$ cat config.mk
export PLATFORM = sky130hd
export DESIGN_NAME = div_seq
export DESIGN_NICKNAME = d
export VERILOG_FILES = /design/src/rtl/div_pkg.sv /design/src/rtl/div_addsub.sv /design/src/rtl/div_seq.sv
export SDC_FILE = /design/constraint.sdc
export NUM_CORES = 1
export LEC_CHECK = 0
export BUFFER_PORTS_ARGS = -buffer_cell sky130_fd_sc_hd__buf_4
export CAP_MARGIN = 20
export CORE_AREA = 2 2 214 216
export CTS_CLUSTER_SIZE = 16
export DETAILED_ROUTE_END_ITERATION = 12
export DIE_AREA = 0 0 216 218
export GPL_ROUTABILITY_DRIVEN = 0
export PLACE_DENSITY = 0.46
export SKIP_LAST_GASP = 1
export SYNTH_ARGS = -nofsm -noshare
export SYNTH_HDL_FRONTEND = slang
export SYNTH_HIERARCHICAL = 1
export SYNTH_SLANG_ARGS = --single-unit
$ cat constraint.sdc
create_clock -name clk -period 17.6 [get_ports clk]
set_input_delay 1.76 -clock clk [delete_from_list [all_inputs] [get_ports clk]]
set_output_delay 1.76 -clock clk [all_outputs]
set_load 0.1 [all_outputs]
$ cat src/rtl/div_pkg.sv
// Shared types and constants for the sequential signed divider.
package div_pkg;

    typedef enum logic [1:0] {
        IDLE = 2'd0,
        RUN  = 2'd1,
        FIX  = 2'd2,
        DONE = 2'd3
    } div_state_t;

    localparam int          DIV_WIDTH  = 32;
    localparam logic [31:0] INT_MIN    = 32'h8000_0000;
    localparam logic [31:0] NEG_ONE    = 32'hFFFF_FFFF;
    localparam int          DIV_CYCLES = DIV_WIDTH + 2;

endpackage

$ cat src/rtl/div_addsub.sv
// Combinational add/subtract for the divider accumulator; subtract is a + ~b + 1.
// Zero latency; no flow control.
module div_addsub #(
    parameter int W = 33
) (
    input  logic [W-1:0] i_a,
    input  logic [W-1:0] i_b,
    input  logic         i_sub,
    output logic [W-1:0] o_sum
);

    logic [W-1:0] w_b_eff;

    assign w_b_eff = i_sub ? ~i_b : i_b;
    assign o_sum   = i_a + w_b_eff + {{(W-1){1'b0}}, i_sub};

endmodule

$ cat src/rtl/div_seq.sv
// Sequential signed divider: non-restoring, one quotient bit per cycle, then sign fix-up.
// Ready pulses WIDTH+2 edges after accept (1 for divide-by-zero); start is ignored while busy.
module div_seq
    import div_pkg::*;
#(
    parameter int WIDTH = 32,
    parameter int CNT_W = $clog2(WIDTH)
) (
    input  logic             clk,
    input  logic             reset,
    input  logic             start,
    input  logic [WIDTH-1:0] dividend,
    input  logic [WIDTH-1:0] divisor,
    output logic [WIDTH-1:0] quotient,
    output logic [WIDTH-1:0] remainder,
    output logic             exception,
    output logic             busy,
    output logic             ready
);

    div_state_t       r_state;
    div_state_t       w_state_nxt;

    logic [WIDTH:0]   r_a;
    logic [WIDTH-1:0] r_q;
    logic [WIDTH-1:0] r_m;
    logic             r_sign_dvd;
    logic             r_sign_dvs;
    logic             r_ovf;
    logic [CNT_W-1:0] r_cnt;

    logic [WIDTH-1:0] r_quot;
    logic [WIDTH-1:0] r_rem;
    logic             r_exc;
    logic             r_busy;
    logic             r_ready;

    logic             w_accept;
    logic             w_dvs_zero;
    logic             w_last;
    logic [WIDTH-1:0] w_dvd_abs;
    logic [WIDTH-1:0] w_dvs_abs;
    logic [WIDTH:0]   w_add_a;
    logic [WIDTH:0]   w_add_b;
    logic             w_add_sub;
    logic [WIDTH:0]   w_sum;
    logic [WIDTH:0]   w_a_fix;
    logic [WIDTH-1:0] w_quot_signed;
    logic [WIDTH-1:0] w_rem_signed;

    // The ready cycle already sits in IDLE, so a start there must be held off.
    assign w_accept   = (r_state == IDLE) && start && !r_ready;
    assign w_dvs_zero = (divisor == '0);
    assign w_last     = (r_cnt == CNT_W'(WIDTH - 1));

    assign w_dvd_abs  = dividend[WIDTH-1] ? -dividend : dividend;
    assign w_dvs_abs  = divisor[WIDTH-1]  ? -divisor  : divisor;

    // RUN feeds the shifted {A,Q}; FIX feeds A unshifted for the remainder restore.
    assign w_add_a    = (r_state == FIX) ? r_a : {r_a[WIDTH-1:0], r_q[WIDTH-1]};
    assign w_add_b    = {1'b0, r_m};
    assign w_add_sub  = (r_state == RUN) && !r_a[WIDTH];

    div_addsub #(
        .W(WIDTH + 1)
    ) u_addsub (
        .i_a  (w_add_a),
        .i_b  (w_add_b),
        .i_sub(w_add_sub),
        .o_sum(w_sum)
    );

    assign w_a_fix       = r_a[WIDTH] ? w_sum : r_a;
    assign w_quot_signed = (r_sign_dvd ^ r_sign_dvs) ? -r_q : r_q;
    assign w_rem_signed  = r_sign_dvd ? -w_a_fix[WIDTH-1:0] : w_a_fix[WIDTH-1:0];

    always_ff @(posedge clk or posedge reset) begin
        if (reset) begin
            r_state <= IDLE;
        end else begin
            r_state <= w_state_nxt;
        end
    end

    always_comb begin
        w_state_nxt = r_state;
        case (r_state)
            IDLE: begin
                if (w_accept) begin
                    w_state_nxt = w_dvs_zero ? DONE : RUN;
                end
            end
            RUN: begin
                if (w_last) begin
                    w_state_nxt = FIX;
                end
            end
            FIX:     w_state_nxt = DONE;
            DONE:    w_state_nxt = IDLE;
            default: w_state_nxt = IDLE;
        endcase
    end

    always_ff @(posedge clk or posedge reset) begin
        if (reset) begin
            r_busy  <= 1'b0;
            r_ready <= 1'b0;
            r_cnt   <= '0;
        end else begin
            r_ready <= 1'b0;
            case (r_state)
                IDLE: begin
                    if (w_accept) begin
                        r_busy <= 1'b1;
                        r_cnt  <= '0;
                    end
                end
                RUN: r_cnt <= r_cnt + 1'b1;
                DONE: begin
                    r_busy  <= 1'b0;
                    r_ready <= 1'b1;
                end
                default: ;
            endcase
        end
    end

    always_ff @(posedge clk or posedge reset) begin
        if (reset) begin
            r_a        <= '0;
            r_q        <= '0;
            r_m        <= '0;
            r_sign_dvd <= 1'b0;
            r_sign_dvs <= 1'b0;
            r_ovf      <= 1'b0;
        end else begin
            case (r_state)
                IDLE: begin
                    if (w_accept && !w_dvs_zero) begin
                        r_a        <= '0;
                        r_q        <= w_dvd_abs;
                        r_m        <= w_dvs_abs;
                        r_sign_dvd <= dividend[WIDTH-1];
                        r_sign_dvs <= divisor[WIDTH-1];
                        r_ovf      <= (dividend == INT_MIN) && (divisor == NEG_ONE);
                    end
                end
                RUN: begin
                    r_a <= w_sum;
                    r_q <= {r_q[WIDTH-2:0], ~w_sum[WIDTH]};
                end
                FIX:     r_a <= w_a_fix;
                default: ;
            endcase
        end
    end

    // Results are written only at accept (divide-by-zero) or in FIX and then held.
    always_ff @(posedge clk or posedge reset) begin
        if (reset) begin
            r_quot <= '0;
            r_rem  <= '0;
            r_exc  <= 1'b0;
        end else if (r_state == IDLE && w_accept && w_dvs_zero) begin
            r_quot <= '0;
            r_rem  <= dividend;
            r_exc  <= 1'b1;
        end else if (r_state == FIX) begin
            if (r_ovf) begin
                r_quot <= INT_MIN;
                r_rem  <= '0;
                r_exc  <= 1'b1;
            end else begin
                r_quot <= w_quot_signed;
                r_rem  <= w_rem_signed;
                r_exc  <= 1'b0;
            end
        end
    end

    assign quotient  = r_quot;
    assign remainder = r_rem;
    assign exception = r_exc;
    assign busy      = r_busy;
    assign ready     = r_ready;

endmodule
After elaboration in Yosys (flattened, before gate mapping)
Cells that the tools add are included.

cells by class
  add/sub/neg operators = 7
  equal/unequal tests = 9
  mux-type cells = 29
  bitwise gates (word level) = 3
  reduce and logical (&&, ||, !) cells = 22

operator list
  operator                                       number
  2-to-1 mux 32 bit                              11
  2-to-1 mux 33 bit                              4
  negator 32 bit                                 4
  one-hot mux 33 bit (3 select lines)            1
  equality test 32 bit (second input constant)   2
  one-hot mux 32 bit (2 select lines)            1
  adder 33 x 1 -> 33 bit                         1
  adder 33 bit                                   1
  inverter 32 -> 33 bit                          1
  zero test 32 bit                               1
  AND reduction 2 bit                            6
  one-hot mux 5 bit (2 select lines)             1
  one-hot mux 2 bit (4 select lines)             1
  logical AND 1 bit                              7
  2-to-1 mux 2 bit                               3
  nonzero test 2 bit                             3
  adder 5 x 1 -> 5 bit (second input constant)   1
  equality test 5 bit (second input constant)    1
  2-to-1 mux 1 bit                               5
  2-to-1 mux 5 bit                               1
  equality test 2 bit (second input constant)    2
  inequality test 2 bit (second input constant)  2
  zero test 1 bit                                3
  nonzero test 3 bit                             1
  other kinds (6)                                6

word-level totals
  bits in registers = 174
  input bits = 67
  output and inout bits = 67
  logic and storage cells = 83

Longest topological paths before layout
  depth in word-level cells = 11
  gate-level depth with buffers = 24
  mapped depth without buffers = 19

Modules after synthesis
The synthesis kept the hierarchy.

modules (own cells, without submodules)
  module      instances  cells an instance  area each (sq um)  seq. area each (sq um)
  div_seq     1          1200               11094.4            4354.2
  div_addsub  1          324                2252.2             0.0

Worst setup path after synthesis
No wires, ideal clock.

  kind = register to register
  from = register r_a[32]
  to = register r_rem[30], in the netlist remainder[30]
  setup time = 0.126 ns
  arrival = 5.621 ns
  data required time = 17.474 ns
  path slack = 11.853 ns
  stages on the path, launching flop included = 25
  buffers on the path = 8
  period minus slack after synthesis = 5.747 ns
  cell sequence = dfrtp_1 -> buf_6 -> buf_2 -> buf_1 -> buf_1 -> buf_2 -> nor2b_1 -> buf_2 -> buf_1 -> xor2_1 -> ha_1 -> buf_2 -> a21oi_1 -> o21ai_1 -> a21o_1 -> a221o_1 -> or4_1 -> o311ai_1 -> nor3_1 -> or4b_2 -> o22ai_1 -> inv_1 -> o31ai_1 -> xor2_1 -> a221o_1

between the ends
  word-level cells in the longest chain between the ends = 11

RTL lines
  item                      RTL line          text
  from (decl)               div_seq.sv:24     logic [WIDTH:0] r_a;
  from (signal assigned)    div_seq.sv:149    r_a <= w_sum;
  from (signal assigned)    div_seq.sv:152    FIX: r_a <= w_a_fix;
  zero test 1 bit *         div_seq.sv:62     assign w_add_sub = (r_state == RUN) && !r_a[WIDTH];
  logical AND 1 bit *       div_seq.sv:62
  named net w_add_sub       div_seq.sv:45     logic w_add_sub;
  2-to-1 mux 33 bit         div_addsub.sv:14  assign w_b_eff = i_sub ? ~i_b : i_b;
  adder 33 bit              div_addsub.sv:15  assign o_sum = i_a + w_b_eff + {{(W-1){1'b0}}, i_sub};
  adder 33 x 1 -> 33 bit *  div_addsub.sv:15
  named net w_sum[29]       div_seq.sv:46     logic [WIDTH:0] w_sum;
  2-to-1 mux 33 bit *       div_seq.sv:73     assign w_a_fix = r_a[WIDTH] ? w_sum : r_a;
  negator 32 bit *          div_seq.sv:75     assign w_rem_signed = r_sign_dvd ? -w_a_fix[WIDTH-1:0] : w_a_fix[WIDTH-1:0];
  2-to-1 mux 32 bit *       div_seq.sv:75
  2-to-1 mux 32 bit *       div_seq.sv:169    if (r_ovf) begin
  2-to-1 mux 32 bit *       div_seq.sv:168    end else if (r_state == FIX) begin
  2-to-1 mux 32 bit *       div_seq.sv:164    end else if (r_state == IDLE && w_accept && w_dvs_zero) begin
  to (signal assigned)      div_seq.sv:166    r_rem <= dividend;
  to (signal assigned)      div_seq.sv:175    r_rem <= w_rem_signed;
  to (decl)                 div_seq.sv:33     logic [WIDTH-1:0] r_rem;

Mark *: on every way through the listed nets, which the timed path passes. The rest lies on a longest branch. The select of a mux whose other input is x is not followed.
A chain may end at the register's enable or synchronous reset.

Worst setup path in the final report
  from = register r_state[1]
  to = register r_rem[28], in the netlist remainder[28]

between the ends
  word-level cells in the longest chain between the ends = 11
  elaborated cells between the ends (all ways) = 19
  those cells by class = add/sub (3); eq/ne (2); mux (7); reduce/logical (7)

RTL lines
  item                            RTL line          text
  from (decl)                     div_seq.sv:21     div_state_t r_state;
  from (signal assigned)          div_seq.sv:81     r_state <= w_state_nxt;
  equality test 2 x 1 -> 1 bit *  div_seq.sv:62
  logical AND 1 bit *             div_seq.sv:62
  named net w_add_sub             div_seq.sv:45
  2-to-1 mux 33 bit               div_addsub.sv:14
  adder 33 bit                    div_addsub.sv:15
  adder 33 x 1 -> 33 bit *        div_addsub.sv:15
  named net w_sum[16]             div_seq.sv:46
  2-to-1 mux 33 bit *             div_seq.sv:73
  negator 32 bit *                div_seq.sv:75
  2-to-1 mux 32 bit *             div_seq.sv:75
  2-to-1 mux 32 bit *             div_seq.sv:169
  2-to-1 mux 32 bit *             div_seq.sv:168
  2-to-1 mux 32 bit *             div_seq.sv:164

Marked as above.

==> flow_metrics.env <==
export IMPL_status="completed"
export IMPL_synthCells=1524
export IMPL_cp_arrival_ns=6.29
export IMPL_max_cap_violations=0
export IMPL_crit_required_ns=17.94
export IMPL_postRouteAntennaNets=0
export IMPL_rsz0062_at_grt="false"
export IMPL_hold_path_startpoint="r_m[12]"
export IMPL_antenna_cells=0
export IMPL_start_util=0.297
export IMPL_synth_top_family_by_area="compound AO/OA/AOI/OAI gates"
export IMPL_wirelength_um=43600
export IMPL_cts_resized=0
export IMPL_fmaxAchievable_mhz=168
export IMPL_synth_area_top_cells="dfrtp_1 (33%), xor2_1 (6.5%), xnor2_1 (5.1%), o21ai_0 (4.7%), nand2_1 (4.4%)"
export IMPL_numCtsBuffers=17
export IMPL_post_route_min_period_ns=5.95
export IMPL_synth_fa_ha_area_frac=0.0418
export IMPL_grt_use_met2=0.295
export IMPL_rows=78
export IMPL_grt_pass1_wl_um=68300
export IMPL_final_setup_tns_ns=0
export IMPL_ys_ff_latch=174
export IMPL_reg2reg_from="r_state[1]"
export IMPL_cp_max_fo=33
export IMPL_clk_pin_slew_ns=0.07
export IMPL_via_per_inst=5.32
export IMPL_htreeDepth=4
export IMPL_hpwl_um=33200
export IMPL_relSlewSlack=0.346
export IMPL_die_h_um=218
export IMPL_drt_pass1_iter_count=6
export IMPL_grt_antenna_before_repair=0
export IMPL_final_nets=1707
export IMPL_synth_compound_area_frac=0.222
export IMPL_synth_edf_count=0
export IMPL_startpoint_type="flip-flop"
export IMPL_async_flop_share=1.00
export IMPL_synth_top_area_share=0.326
export IMPL_synth_simple_gate_area_frac=0.174
export IMPL_cts_sinks=174
export IMPL_ys_warn_count=6
export IMPL_cts_setup_buffers=0
export IMPL_syn_area_um2=13300
export IMPL_met3_usage=0.0255
export IMPL_syn_nets=1635
export IMPL_synth_xor_area_share=0.115
export IMPL_drive_above_1_share=0.168
export IMPL_track_usage=0.187
export IMPL_grt_busiest_layer="met2"
export IMPL_ctsHoldBuffers=0
export IMPL_stdcell_count=2209
export IMPL_synth_area_leader_cell="dfrtp_1"
export IMPL_num_vias=11800
export IMPL_synthToLayoutAreaGrowth_pct=15.6
export IMPL_tightest_slew_ns=0.981
export IMPL_port_buffers=133
export IMPL_final_hold_violation_count=0
export IMPL_grt_pass1_vias=11200
export IMPL_nFillCells=4737
export IMPL_cts_root_buffer="clkbuf_16"
export IMPL_fin_worst_skew_ns=0.0129
export IMPL_dominantRegCellSynth="dfrtp_1"
export IMPL_wire_per_inst_um=19.7
export IMPL_grt_overflow_total=0
export IMPL_maxSlewViolCount=0
export IMPL_synth_area_per_cell_um2=8.76
export IMPL_drc=0
export IMPL_clk_latency_ns=0.46
export IMPL_crit_type="flip-flop to flip-flop"
export IMPL_hp_class="flip-flop to flip-flop"
export IMPL_holdWs_ns=0.490
export IMPL_cts_tree="built"
export IMPL_grt_max_degree=74
export IMPL_dieArea_um2=47100
export IMPL_grt_util_met1=0.268
export IMPL_crit_start="r_state[1]"
export IMPL_die_w_um=216
export IMPL_clockBufferDepth=2
export IMPL_finalCritPeriodShare=0.338
export IMPL_setup_violations=0
export IMPL_synthMuxAreaShare=0.0798
export IMPL_initialDrtViolationCount=943
export IMPL_cp_end_kind="flip-flop"
export IMPL_final_util=0.344
export IMPL_ios=134
export IMPL_ys_seq_area_frac=0.326
export IMPL_synth_distinct_cells=93
export IMPL_placed_cells=2177
export IMPL_coreArea_um2=44900
worst paths after layout:
check | endpoint | slack, ns | cells after the start
min in group asynchronous | remainder[10] | 1.34 | 2
min | r_m[12] | 0.49 | 2
max reg2reg | remainder[28] | 11.65 | 20
max | remainder[28] | 11.65 | 20
min reg2reg | r_m[12] | 0.49 | 2
max in group asynchronous | r_m[25] | 14.89 | 3
worst max-delay path, cell delays in order (launching register included):
cell and delay [ns]:
dfrtp_1 0.41, inv_1 0.11, ha_2 0.44, nor2b_4 0.22, buf_4 0.45, xor2_1 0.26
inv_1 0.09, fa_1 0.42, nand2b_1 0.18, a21oi_1 0.23, o2111ai_1 0.28, a31oi_1 0.31
nand2b_1 0.18, a31oi_1 0.10, xnor2_1 0.22, nor4b_1 0.56, o22a_1 0.24, nand4b_1 0.28
o31ai_1 0.39, xnor2_1 0.10, a221o_1 0.32
sequential cells by signal, summed over array words and instances, names as in the netlist, 2 cells and up:
| name | count |
|---|---|
| r_cnt | 5 |
| r_state | 2 |
| remainder | 32 |
| r_q | 32 |
| r_a | 33 |
| quotient | 32 |
| r_m | 32 |
stage by stage:
stage,instance area [um^2],setup slack (ns)
floorplan,13300,11.12
global placement,14800,11.78
detailed placement,14900,11.64
CTS,15400,11.64
global route,15400,11.04
finish,15400,11.65
area by class of cell:
class                   count  area (um^2)  share of cell area
inverters                  32          125             0.00811
repair buffers            149         1130              0.0730
well taps                 600          751              0.0487
multi-input cells        1222         8500               0.551
flip-flops and latches    174         4360               0.282
clock inverters            14          126             0.00819
clock buffers              18          439              0.0285
kinds of logic (layout without fill, tap and decap cells):
logic type,count (synthesis),in the layout
fa+ha+maj,44,44
flops,174,174
mux,100,100
other cells,1,1
buf+inv,128,213
xor+xnor,176,176
compound gates,434,434
simple gates,467,467
metal layers:
layer  share of wire  vias to the layer above
met5               0                        -
met4           0.018                        0
met3           0.042                       40
met2            0.46                      311
met1            0.48                     5644
li1                -                     5767
synth_stat cells, types with 25 or more instances:
library cell / n
nor3_1: 31
mux2i_1: 49
a22o_1: 50
o31ai_1: 33
nand3_1: 25
nor2_1: 96
nand2_1: 155
dfrtp_1: 174
xnor2_1: 77
mux2_2: 51
clkbuf_1: 57
inv_1: 31
ha_1: 43
a21oi_1: 75
xor2_1: 99
o21ai_0: 125
cell usage in the layout (no fill, tap or decap), types with 7 or more instances in the layout:
cell type,count
dfrtp_1,173
nand2_1,155
buf_4,148
o21ai_0,125
xor2_1,98
nor2_1,94
xnor2_1,77
a21oi_1,75
mux2_2,51
a22o_1,50
mux2i_1,49
ha_1,41
o31ai_1,33
nor3_1,31
inv_1,30
nand3_1,25
or3_1,22
nor4_1,21
and3_1,21
o41ai_1,21
nand2b_1,17
a221o_1,17
nand4_1,17
clkbuf_16,17
or4_1,15
a21o_1,15
a22oi_1,12
o211ai_1,9
a31oi_1,8
nor3b_1,8
nor2b_1,7
Power is left out: the tool's default activity adds up to more than one toggle a clock period on the data nets, which glitch-free logic cannot reach.
